<file path="config.mk">
export PLATFORM = sky130hd
export DESIGN_NAME = bit_serial_adder
export DESIGN_NICKNAME = d
export VERILOG_FILES = /design/src/rtl/bit_serial_adder_pkg.sv /design/src/rtl/bit_serial_adder_adder.sv /design/src/rtl/bit_serial_adder.sv
export SDC_FILE = /design/constraint.sdc
export NUM_CORES = 1
export LEC_CHECK = 0
export ABC_AREA = 0
export CAP_MARGIN = 20
export CORE_ASPECT_RATIO = 1.25
export CORE_MARGIN = 5
export CORE_UTILIZATION = 51
export CTS_CLUSTER_DIAMETER = 100
export DETAILED_ROUTE_END_ITERATION = 16
export GPL_TIMING_DRIVEN = 0
export PLACE_DENSITY = 0.78
export SYNTH_ARGS = -nofsm -noshare
export SYNTH_HDL_FRONTEND = slang
export SYNTH_SLANG_ARGS = --single-unit
</file>
<file path="constraint.sdc">
create_clock -name clk -period 1.6 [get_ports clk]
set_input_delay 0.32 -clock clk [delete_from_list [all_inputs] [get_ports clk]]
set_output_delay 0.32 -clock clk [all_outputs]
set_load 0.03 [all_outputs]
</file>
<file path="src/rtl/bit_serial_adder_pkg.sv">
`default_nettype none
// ============================================================================
// Module      : bit_serial_adder_pkg
// Description : Shared state encoding and sizing helper for the bit-serial
//               adder. Code 3 is unused and decodes back to IDLE.
// Revision    : 1.0 - initial release
// ============================================================================
package bit_serial_adder_pkg;

    localparam logic [1:0] ST_IDLE  = 2'd0;
    localparam logic [1:0] ST_SHIFT = 2'd1;
    localparam logic [1:0] ST_DONE  = 2'd2;

    // Bit counter width: enough to hold WIDTH-1, never narrower than 1 bit.
    function automatic int cnt_width(input int width);
        return (width > 1) ? $clog2(width) : 1;
    endfunction

endpackage
`default_nettype wire

</file>
<file path="src/rtl/bit_serial_adder_adder.sv">
`default_nettype none
// ============================================================================
// Module      : adder
// Description : 1-bit full adder used as the bit-slice of the serial adder.
// Ports       : a, b, cin - addend bits and carry-in
//               sum, cout - sum bit and carry-out
// Revision    : 1.0 - initial release
// ============================================================================
module adder (
    input  logic a,
    input  logic b,
    input  logic cin,
    output logic sum,
    output logic cout
);

    assign sum  = a ^ b ^ cin;
    assign cout = (a & b) | (cin & (a ^ b));

endmodule
`default_nettype wire

</file>
<file path="src/rtl/bit_serial_adder.sv">
`default_nettype none
// ============================================================================
// Module      : bit_serial_adder
// Description : Adds two WIDTH-bit operands one bit per clock, LSB first,
//               through a single 1-bit full adder. Start/busy/done handshake.
// Ports       : clk, rst_n        - clock, async active-low reset
//               start             - request, sampled only in IDLE
//               a_in, b_in, cin_in- operands, captured on accepted start
//               busy              - high while bits are processed
//               done              - one-cycle completion pulse
//               sum_out, cout_out - registered result, held until next done
// Revision    : 1.0 - initial release
// ============================================================================
module bit_serial_adder
    import bit_serial_adder_pkg::*;
#(
    parameter int WIDTH = 8
) (
    input  logic             clk,
    input  logic             rst_n,
    input  logic             start,
    input  logic [WIDTH-1:0] a_in,
    input  logic [WIDTH-1:0] b_in,
    input  logic             cin_in,
    output logic             busy,
    output logic             done,
    output logic [WIDTH-1:0] sum_out,
    output logic             cout_out
);

    localparam int                 c_CNT_W = cnt_width(WIDTH);
    localparam logic [c_CNT_W-1:0] c_LAST  = c_CNT_W'(WIDTH - 1);
    localparam logic [c_CNT_W-1:0] c_ONE   = c_CNT_W'(1);

    logic [1:0]         r_state;
    logic [1:0]         w_next_state;
    logic [WIDTH-1:0]   r_a_sr;
    logic [WIDTH-1:0]   r_b_sr;
    logic [WIDTH-1:0]   r_res_sr;
    logic               r_carry;
    logic [c_CNT_W-1:0] r_count;
    logic               w_sum;
    logic               w_cout;
    logic               w_last;
    logic [WIDTH-1:0]   w_res_next;

    // Current bit slice: LSBs of the operand shift registers plus the carry.
    adder u_adder (r_a_sr[0], r_b_sr[0], r_carry, w_sum, w_cout);

    assign w_last = (r_count == c_LAST);

    // Result shift register fills from the top, so after WIDTH shifts the
    // first (LSB) sum bit has arrived at bit 0.
    generate
        if (WIDTH == 1) begin : g_res_w1
            logic w_unused_res;
            assign w_unused_res = r_res_sr[0];
            assign w_res_next   = w_sum;
        end else begin : g_res_wn
            logic w_unused_res;
            assign w_unused_res = r_res_sr[0];
            assign w_res_next   = {w_sum, r_res_sr[WIDTH-1:1]};
        end
    endgenerate

    // ------------------------------------------------------------------
    // State register
    // ------------------------------------------------------------------
    always_ff @(posedge clk or negedge rst_n) begin
        if (!rst_n) begin
            r_state <= ST_IDLE;
        end else begin
            r_state <= w_next_state;
        end
    end

    // ------------------------------------------------------------------
    // Next-state logic
    // ------------------------------------------------------------------
    always_comb begin
        w_next_state = ST_IDLE;
        case (r_state)
            ST_IDLE:  w_next_state = start  ? ST_SHIFT : ST_IDLE;
            ST_SHIFT: w_next_state = w_last ? ST_DONE  : ST_SHIFT;
            ST_DONE:  w_next_state = ST_IDLE;
            default:  w_next_state = ST_IDLE;
        endcase
    end

    // ------------------------------------------------------------------
    // Moore outputs
    // ------------------------------------------------------------------
    always_comb begin
        busy = 1'b0;
        done = 1'b0;
        case (r_state)
            ST_SHIFT: busy = 1'b1;
            ST_DONE:  done = 1'b1;
            default:  ;
        endcase
    end

    // ------------------------------------------------------------------
    // Datapath: operand capture, serial shifting, result registers.
    // sum_out/cout_out are deliberately not cleared on start so the last
    // result stays readable while the next operation runs.
    // ------------------------------------------------------------------
    always_ff @(posedge clk or negedge rst_n) begin
        if (!rst_n) begin
            r_a_sr   <= '0;
            r_b_sr   <= '0;
            r_res_sr <= '0;
            r_carry  <= 1'b0;
            r_count  <= '0;
            sum_out  <= '0;
            cout_out <= 1'b0;
        end else begin
            case (r_state)
                ST_IDLE: begin
                    if (start) begin
                        r_a_sr  <= a_in;
                        r_b_sr  <= b_in;
                        r_carry <= cin_in;
                        r_count <= '0;
                    end
                end
                ST_SHIFT: begin
                    r_a_sr   <= r_a_sr >> 1;
                    r_b_sr   <= r_b_sr >> 1;
                    r_res_sr <= w_res_next;
                    r_carry  <= w_cout;
                    r_count  <= r_count + c_ONE;
                    if (w_last) begin
                        sum_out  <= w_res_next;
                        cout_out <= w_cout;
                    end
                end
                default: ;
            endcase
        end
    end

endmodule
`default_nettype wire
</file>
* Yosys cells after proc, flatten, opt, wreduce, memory -nomap -nowiden
Index checks and enable logic that the tools add are counted.
W data, S select, Z words.
** Operators by class
- Add/subtract/negate cells :: 1
- Eq/ne operators :: 4
- Multiplexer cells :: 13
- Bitwise logic cells :: 5
- Reductions and logical operators :: 4
** Operators by type and width (count)
- $pmux W8 S2 :: 2
- $mux W8 :: 2
- $pmux W3 S2 :: 1
- $mux W1 :: 4
- $pmux W2 S2 :: 1
- $reduce_and A2 Y1 :: 2
- $add A3 B1 Y3 const B :: 1
- $eq A3 B3 Y1 const B :: 1
- $mux W3 :: 1
- $and A1 B1 Y1 :: 2
- $eq A2 B1 Y1 const B :: 1
- $eq A2 B2 Y1 const B :: 1
- $logic_not A2 Y1 :: 1
- $mux W2 :: 1
- $ne A2 B2 Y1 const B :: 1
- $pmux W1 S2 :: 1
- $reduce_bool A2 Y1 :: 1
- $xor A1 B1 Y1 :: 2
- $or A1 B1 Y1 :: 1
** Word-level totals
- Register bits :: 39
- Input bits :: 20
- Logic and storage cells :: 35

* Depth between registers and ports, before layout
Gate-level depths: netlist of the first run.
- Depth in word-level cells :: 4
- Gate-level depth with buffers :: 7
- Gate-level depth less buffers :: 5

* By module
A second synthesis of the first run with hierarchy kept.
** Second synthesis, totals
- Cell total of the unflattened synthesis :: 115
- Area total of the unflattened synthesis :: 1694.1 um2
** Modules (own cells, without submodules)
- bit_serial_adder :: times used 1, cells an instance 114, area an instance 1674.1 um2
- adder :: times used 1, cells an instance 1, area an instance 20.0 um2

* Least setup slack after synthesis of the first run
Ideal clock, no wire load.
- Kind :: reg2out
- Start point :: register r_state[1]
- End point :: output port done
- Arrival time :: 1.191 ns
- Data required time :: 1.280 ns
- Setup slack :: 0.089 ns
- Cell stages (with the launch flop) :: 4
- Buffers on the path :: 1
- Cell sequence :: dfrtp_1 > clkinv_1 > buf_2 > nor2_1
** On the way
- Word-level cells in the longest chain between the ends :: 2
** RTL lines
- start, declared :: RTL line bit_serial_adder.sv:35 : logic [1:0] r_state;
- start signal, assigned :: RTL line bit_serial_adder.sv:73 : r_state <= w_next_state;
- $eq A2 B2 Y1 :: RTL line bit_serial_adder.sv:96 : case (r_state)
- $mux W1 :: RTL line bit_serial_adder.sv:96
- end, declared :: RTL line bit_serial_adder.sv:26 : output logic done,
Every way passes these cells.

* Worst setup path in the final report of the first run
- Start point :: register r_state[0]
- End point :: output port done
Same word-level chain as after synthesis.

==> metrics.txt, run 1 <==
Tcrit/Tclk final=96.6%; Syn Nets=180; Tmin final=1.55 ns; max-cap violation count=0; clk slew on worst S/H paths=0.08 ns; Layout area overhead=28.2%; Post-layout nets=217; pwr dens=2030 mW/mm^2; gr usage total=16.5%; unrepaired setup endpoints after global routing=false; Worst-Margin Slew=0.828 ns; ys flop type=dfrtp_1; sequential fraction of the synthesis area=54.6%; DP HPWL=2.56 mm; Post-synth EDFFs=0; HP Class=in2async; crit-path max cell delay=0.39 ns; site row count=23; worst path cell trace=buf_6 > buf_6 > nor2_2 > buf_6; antenna cells=0; final hold vios=0; CTS Sinks=38; status=finished, final reports clean; global-route wire length before repair=6.14 mm; startpoint type of the worst setup path=register; crit-path max FO=10; CTS H-tree lvls=2; Worst Setup End Kind=primary output; cells after synthesis=157; deepest clock path buffer count=2; Seq. cell area=952 um^2; most frequent cells in the layout=37 x dfrtp_1, 24 x nand2_1, 18 x nor3_1, 18 x clkdlybuf4s50_1, 15 x o22ai_1; final WL=3.60 mm; Highest Clock Rate=647 MHz; Worst-Skew Late Latency=0.29 ns; R2R setup slack=0.09 ns; I/O Pins=31; family with the most delay on the worst path=buffers and inverters; multi-input logic area=692 um^2; most used cell, CP=buf_6; GRT Residual Overflow=0; largest net degree at the start of global routing=39; antenna violations before repair=0; Routed wire per std cell=15.5 um; commonest non-fill, non-tap cell in the layout=dfrtp_1; vias in the first global route=1,370; Placed Area=0.00208 mm^2; Setup CP Type=reg2out; Num CTS Buffers=5; Slew Limit Headroom=44.8%; Placeable Area=0.00325 mm^2; gpl congestion=0.854; DR vias/cell=5.64; Clock Skews=0.00716 ns; Total Die Area=0.00469 mm^2; DIE HEIGHT=75.3 um; initial core utilization=53.6%; Mapped Area=0.00174 mm^2; Peak VDD IR=1.23 mV; via count=1,309; post-place setup slack=-0.413 ns; Design Area, Final=0.00223 mm^2; crit path max-delay cell type=dfrtp_1; CTS tree=done; DIE WIDTH=62.3 um; #FFs+latches synth=38; IO buf count=30; Yosys cell types=23; # DRC=0; Hold WS=0.121 ns; syn avg cell area=11.1 um^2; DRT Pass-1 Iters=4; Antenna Nets Post-Route=0; Final WS setup=0.0550 ns; Filler cells=274; Buf/Inv on CP=3; TNS Setup=0 ns; CTS root buf=clkbuf_8; CP arrival=1.23 ns; Final Max Slew Viols=0; WP data required=1.28 ns; Async SR Flop Fraction=100%; Final Setup Violations=0; Ys Warns=0; DRT iter0 DRCs=51; share of layout cells above drive strength 1=19.5%; Leak=1.04 nW
## worst reg2reg max path, delay by kind of cell (launching register included)
kind / cells / cell delay (ns)
DFF: 1 / 0.45
buffers and inverters: 2 / 0.37
AOI/OAI and AO/OA: 1 / 0.24
and+or+nand+nor: 2 / 0.32
## logic make-up after synthesis
group           share of synthesized area, %
compound gates                          12.6
flops                                   54.6
fa+ha+maj                               2.59
buf+inv                                 5.82
simple gates                            16.0
mux                                     8.33
## registers in the layout, summed over array words and instances (netlist names)
signal	count
r_a_sr	8
sum_out	8
r_carry	1
r_res_sr	7
r_b_sr	8
r_count	3
cout_out	1
r_state	2
## final timing paths
check                              end         from  depth (start not counted)
hold reg to reg            r_res_sr[1]  r_res_sr[1]                          2
setup reg to reg             r_b_sr[6]   r_state[1]                          5
min in group clk           r_res_sr[1]  r_res_sr[1]                          2
hold / removal               r_b_sr[7]        rst_n                          1
max in group asynchronous   r_state[1]        rst_n                          1
setup / recovery                  done   r_state[0]                          4
## area by class of cell
type	instances	area share, %
Buffer	9	3.19
Clock buffer	5	3.08
Clock inverter	3	3.08
Inverter	4	1.46
Multi-Input combinational cell	104	31.0
Sequential cell	38	42.6
Tap cell	37	2.07
Timing Repair Buffer	32	13.5
## metrics by stage
step	power [mW]	cells	utilization [%]
4_1_cts	4.59	232	68.3
2_1_floorplan	3.06	157	-
5_1_grt	4.86	232	68.7
3_5_place_dp	3.67	224	64.1
3_3_place_gp	3.56	224	64.2
6_report	4.54	232	68.7
## cell usage after synthesis (3+ instances only)
cell     count  area share (%)
buf_2        5             1.4
buf_4        3             1.3
buf_6        3             1.9
dfrtp_1     38              55
mux2_4       9             7.8
nand2_1     24             5.2
nor2_1      12             2.6
nor3_1      18             5.2
o21ai_0      6             1.7
o22ai_1     15             5.4
o32ai_1      9             4.5
## routing by layer
metal  part of all wire, %  global-route usage, %  wire length, um
met5                     0                      0                0
met4                  0.94                   8.02               34
met3                   5.4                   3.54              195
met2                    52                   30.4             1880
met1                    41                   18.3             1490
## report_power, final
group	switching [mW]	total, mW	leakage [nW]	internal (mW)
Combinational	1.00	1.84	0.508	0.834
Clock	0.356	0.980	0.0683	0.625
Sequential	0.310	1.72	0.459	1.41
Total	1.67	4.54	1.04	2.87
## what timing repair did
item / 4_1_cts / 5_1_grt
pin swaps: 0 / 0
gates resized for setup: 29 / 4
hold buffers: 0 / 0
setup endpoints to repair: 11 / 2
buffers inserted: 1 / 1
Note: power is estimated with default switching activity, not from simulation.
==> run 2: changes to the inputs <==
CAP_MARGIN = default   (was 20)
==> results of run 2 <==
Same layout as run 1: the final DEF is identical, and so are final timing and power.
==> run 3: changes to the inputs <==
SKIP_LAST_GASP = 1   (was default)
TNS_END_PERCENT = 5   (was default)
==> run 3 against run 2 <==
The flow now finishes with violations (negative setup slack). Routed wire length down 1.6%. Sequential power barely moved. Die area stayed put. Critical path depth decreased by 3. Sequential cell count did not move. Total power up 0.83%. Critical path type unchanged.
==> metrics.txt, run 3 (synthesis gave the netlist of run 1 again) <==
Pwr Total=4.57 mW (+0.83%); Int Pwr=2.92 mW (+1.9%); DP HPWL=2.56 mm (unchanged); DRT Pass-1 Iters=4 (unchanged); Logic pwr share=41.0% (+0.5 points); Total Die Area=0.00469 mm^2 (unchanged); HP Class=in2async; crit-path max cell delay=0.67 ns (+0.28 ns); Buf/Inv on CP=1 (-2); IO buf count=30 (unchanged); Setup CP Type=reg2out; CTS Sinks=38 (unchanged); unrepaired setup endpoints after global routing=true; share of power burned in registers=37.7% (-0.2 points); Routed wire per std cell=15.3 um (-1.2%); status=finished with violations; deepest clock path buffer count=2 (unchanged); Clock power frac=21.4% (-0.2 points); CTS H-tree lvls=2 (unchanged); global-route wire length before repair=6.13 mm (-0.11%); DR vias/cell=5.68 (+0.66%); family with the most delay on the worst path=buffers and inverters; reg-to-reg startpoint=r_count[0]; startpoint type of the worst setup path=register; via count=1,312 (+0.23%); max-cap violation count=0 (unchanged); commonest non-fill, non-tap cell in the layout=dfrtp_1; Antenna Nets Post-Route=0 (unchanged); pwr dens=2060 mW/mm^2 (+1.7%); Worst-Skew Late Latency=0.29 ns (about the same); vias in the first global route=1,371 (+0.073%); TNS Setup=-0.237 ns (-0.237 ns); Psw=1.65 mW (-0.97%); CTS tree=done; initial core utilization=53.6% (unchanged); critical path depth=1 (-3); Switching Share=36.1% (-0.66 points); Post-layout nets=216 (-0.46%); Peak VDD IR=1.22 mV (-0.95%); site row count=23 (unchanged); Leak=1.02 nW (-1.8%); Largest regs=r_a_sr (8), r_b_sr (8), sum_out (8); Worst-Margin Slew=0.823 ns (-0.00452 ns); Layout area overhead=27.2%; DRT iter0 DRCs=51 (unchanged); Final Max Slew Viols=0 (unchanged); Worst Setup End Kind=primary output; DIE HEIGHT=75.3 um (unchanged); WP data required=1.28 ns (about the same); final hold vios=0 (unchanged); failing checks=negative setup slack; I/O Pins=31 (unchanged); crit-path max FO=2 (-8); crit path max-delay cell type=clkdlybuf4s50_1; Slew Limit Headroom=45.1% (+0.30 points); worst path cell trace=clkdlybuf4s50_1; FF-to-FF path depth=4 (-1); CP arrival=1.32 ns (+0.09 ns); gr usage total=16.5% (unchanged); Placeable Area=0.00325 mm^2 (unchanged); largest net degree at the start of global routing=39 (unchanged); Tmin final=1.64 ns (+0.0943 ns); gpl congestion=0.854 (unchanged); most frequent cells in the layout=37 x dfrtp_1, 25 x clkdlybuf4s50_1, 24 x nand2_1; GRT Residual Overflow=0 (unchanged); final WL=3.54 mm (-1.6%); Final WS setup=-0.0393 ns (-0.0943 ns); antenna violations before repair=0 (unchanged); DIE WIDTH=62.3 um (unchanged); Clock Skews=0.00622 ns (-0.000943 ns); Highest Clock Rate=610 MHz (-5.7%); # DRC=0 (unchanged); CTS root buf=clkbuf_8; clk slew on worst S/H paths=0.08 ns (about the same); Num CTS Buffers=5 (unchanged); Setup crit start=sum_out[2]; Final Setup Violations=8 (+8); antenna cells=0 (unchanged); share of layout cells above drive strength 1=18.6% (-0.93 points); Hold WS=0.120 ns (-0.00107 ns); Tcrit/Tclk final=102% (+5.9 points)
run 3: changes by cell type in the layout (fill, tap and decap cells not counted), sizes merged:
| cell | delta |
|---|---|
| dlygate4sd2 | -8 |
| clkdlybuf4s50 | +7 |
| buf | -1 |
| clkinv | -1 |
| dlymetal6s2s | +1 |
| inv | +1 |
run 3: path summary, 6_finish.rpt:
path | to | slack, ns
max | sum_out[2] | -0.04
min | r_b_sr[7] | 0.12
max reg2reg | sum_out[0] | 0.16
min reg2reg | r_res_sr[1] | 0.48
max in group asynchronous | r_state[1] | 0.91
min in group clk | r_res_sr[1] | 0.48
run 3: per-layer routing:
layer  wire (um)  up-vias  GRT usage [%]
met5           0        -              0
met2        1910       49           30.6
met3         217        2           3.54
li1            -      633              -
met4          17        0           8.02
met1        1400      628           18.1
run 3: power by group through the flow:
stage | sequential [mW] | combinational (mW) | clock [mW]
3_5_place_dp | 1.74 | 1.93 | 0
6_report | 1.72 | 1.87 | 0.977
2_1_floorplan | 1.88 | 1.18 | 0
3_3_place_gp | 1.72 | 1.85 | 0
5_1_grt | 1.80 | 2.08 | 1.03
4_1_cts | 1.73 | 1.90 | 1.00
run 3: area by class of cell:
type | instances | area, um^2
fillers | 275 | 1040
flip-flops and latches | 38 | 952
multi-input cells | 104 | 689
repair buffers | 31 | 303
clock buffers | 5 | 68.8
clock inverters | 3 | 68.8
plain buffers | 9 | 65.1
well taps | 37 | 46.3
inverters | 4 | 21.3
run 3: stage by stage:
step / instance area, um^2 / utilization (%) / setup slack [ns] / cells
CTS: 2220 / 68.2 / -0.0641 / 232
floorplan: 1740 / - / 0.0891 / 157
global route: 2210 / 68.1 / -0.0996 / 231
detailed placement: 2080 / 64.1 / -0.413 / 224
finish: 2210 / 68.1 / -0.0393 / 231
global placement: 2090 / 64.2 / -0.599 / 224
run 3: repair_timing:
item,4_1_cts,5_1_grt
setup buffers,1,0
gates cloned,0,0
endpoints found under the setup margin,11,10
hold buffers,0,0
gates resized for setup,16,1
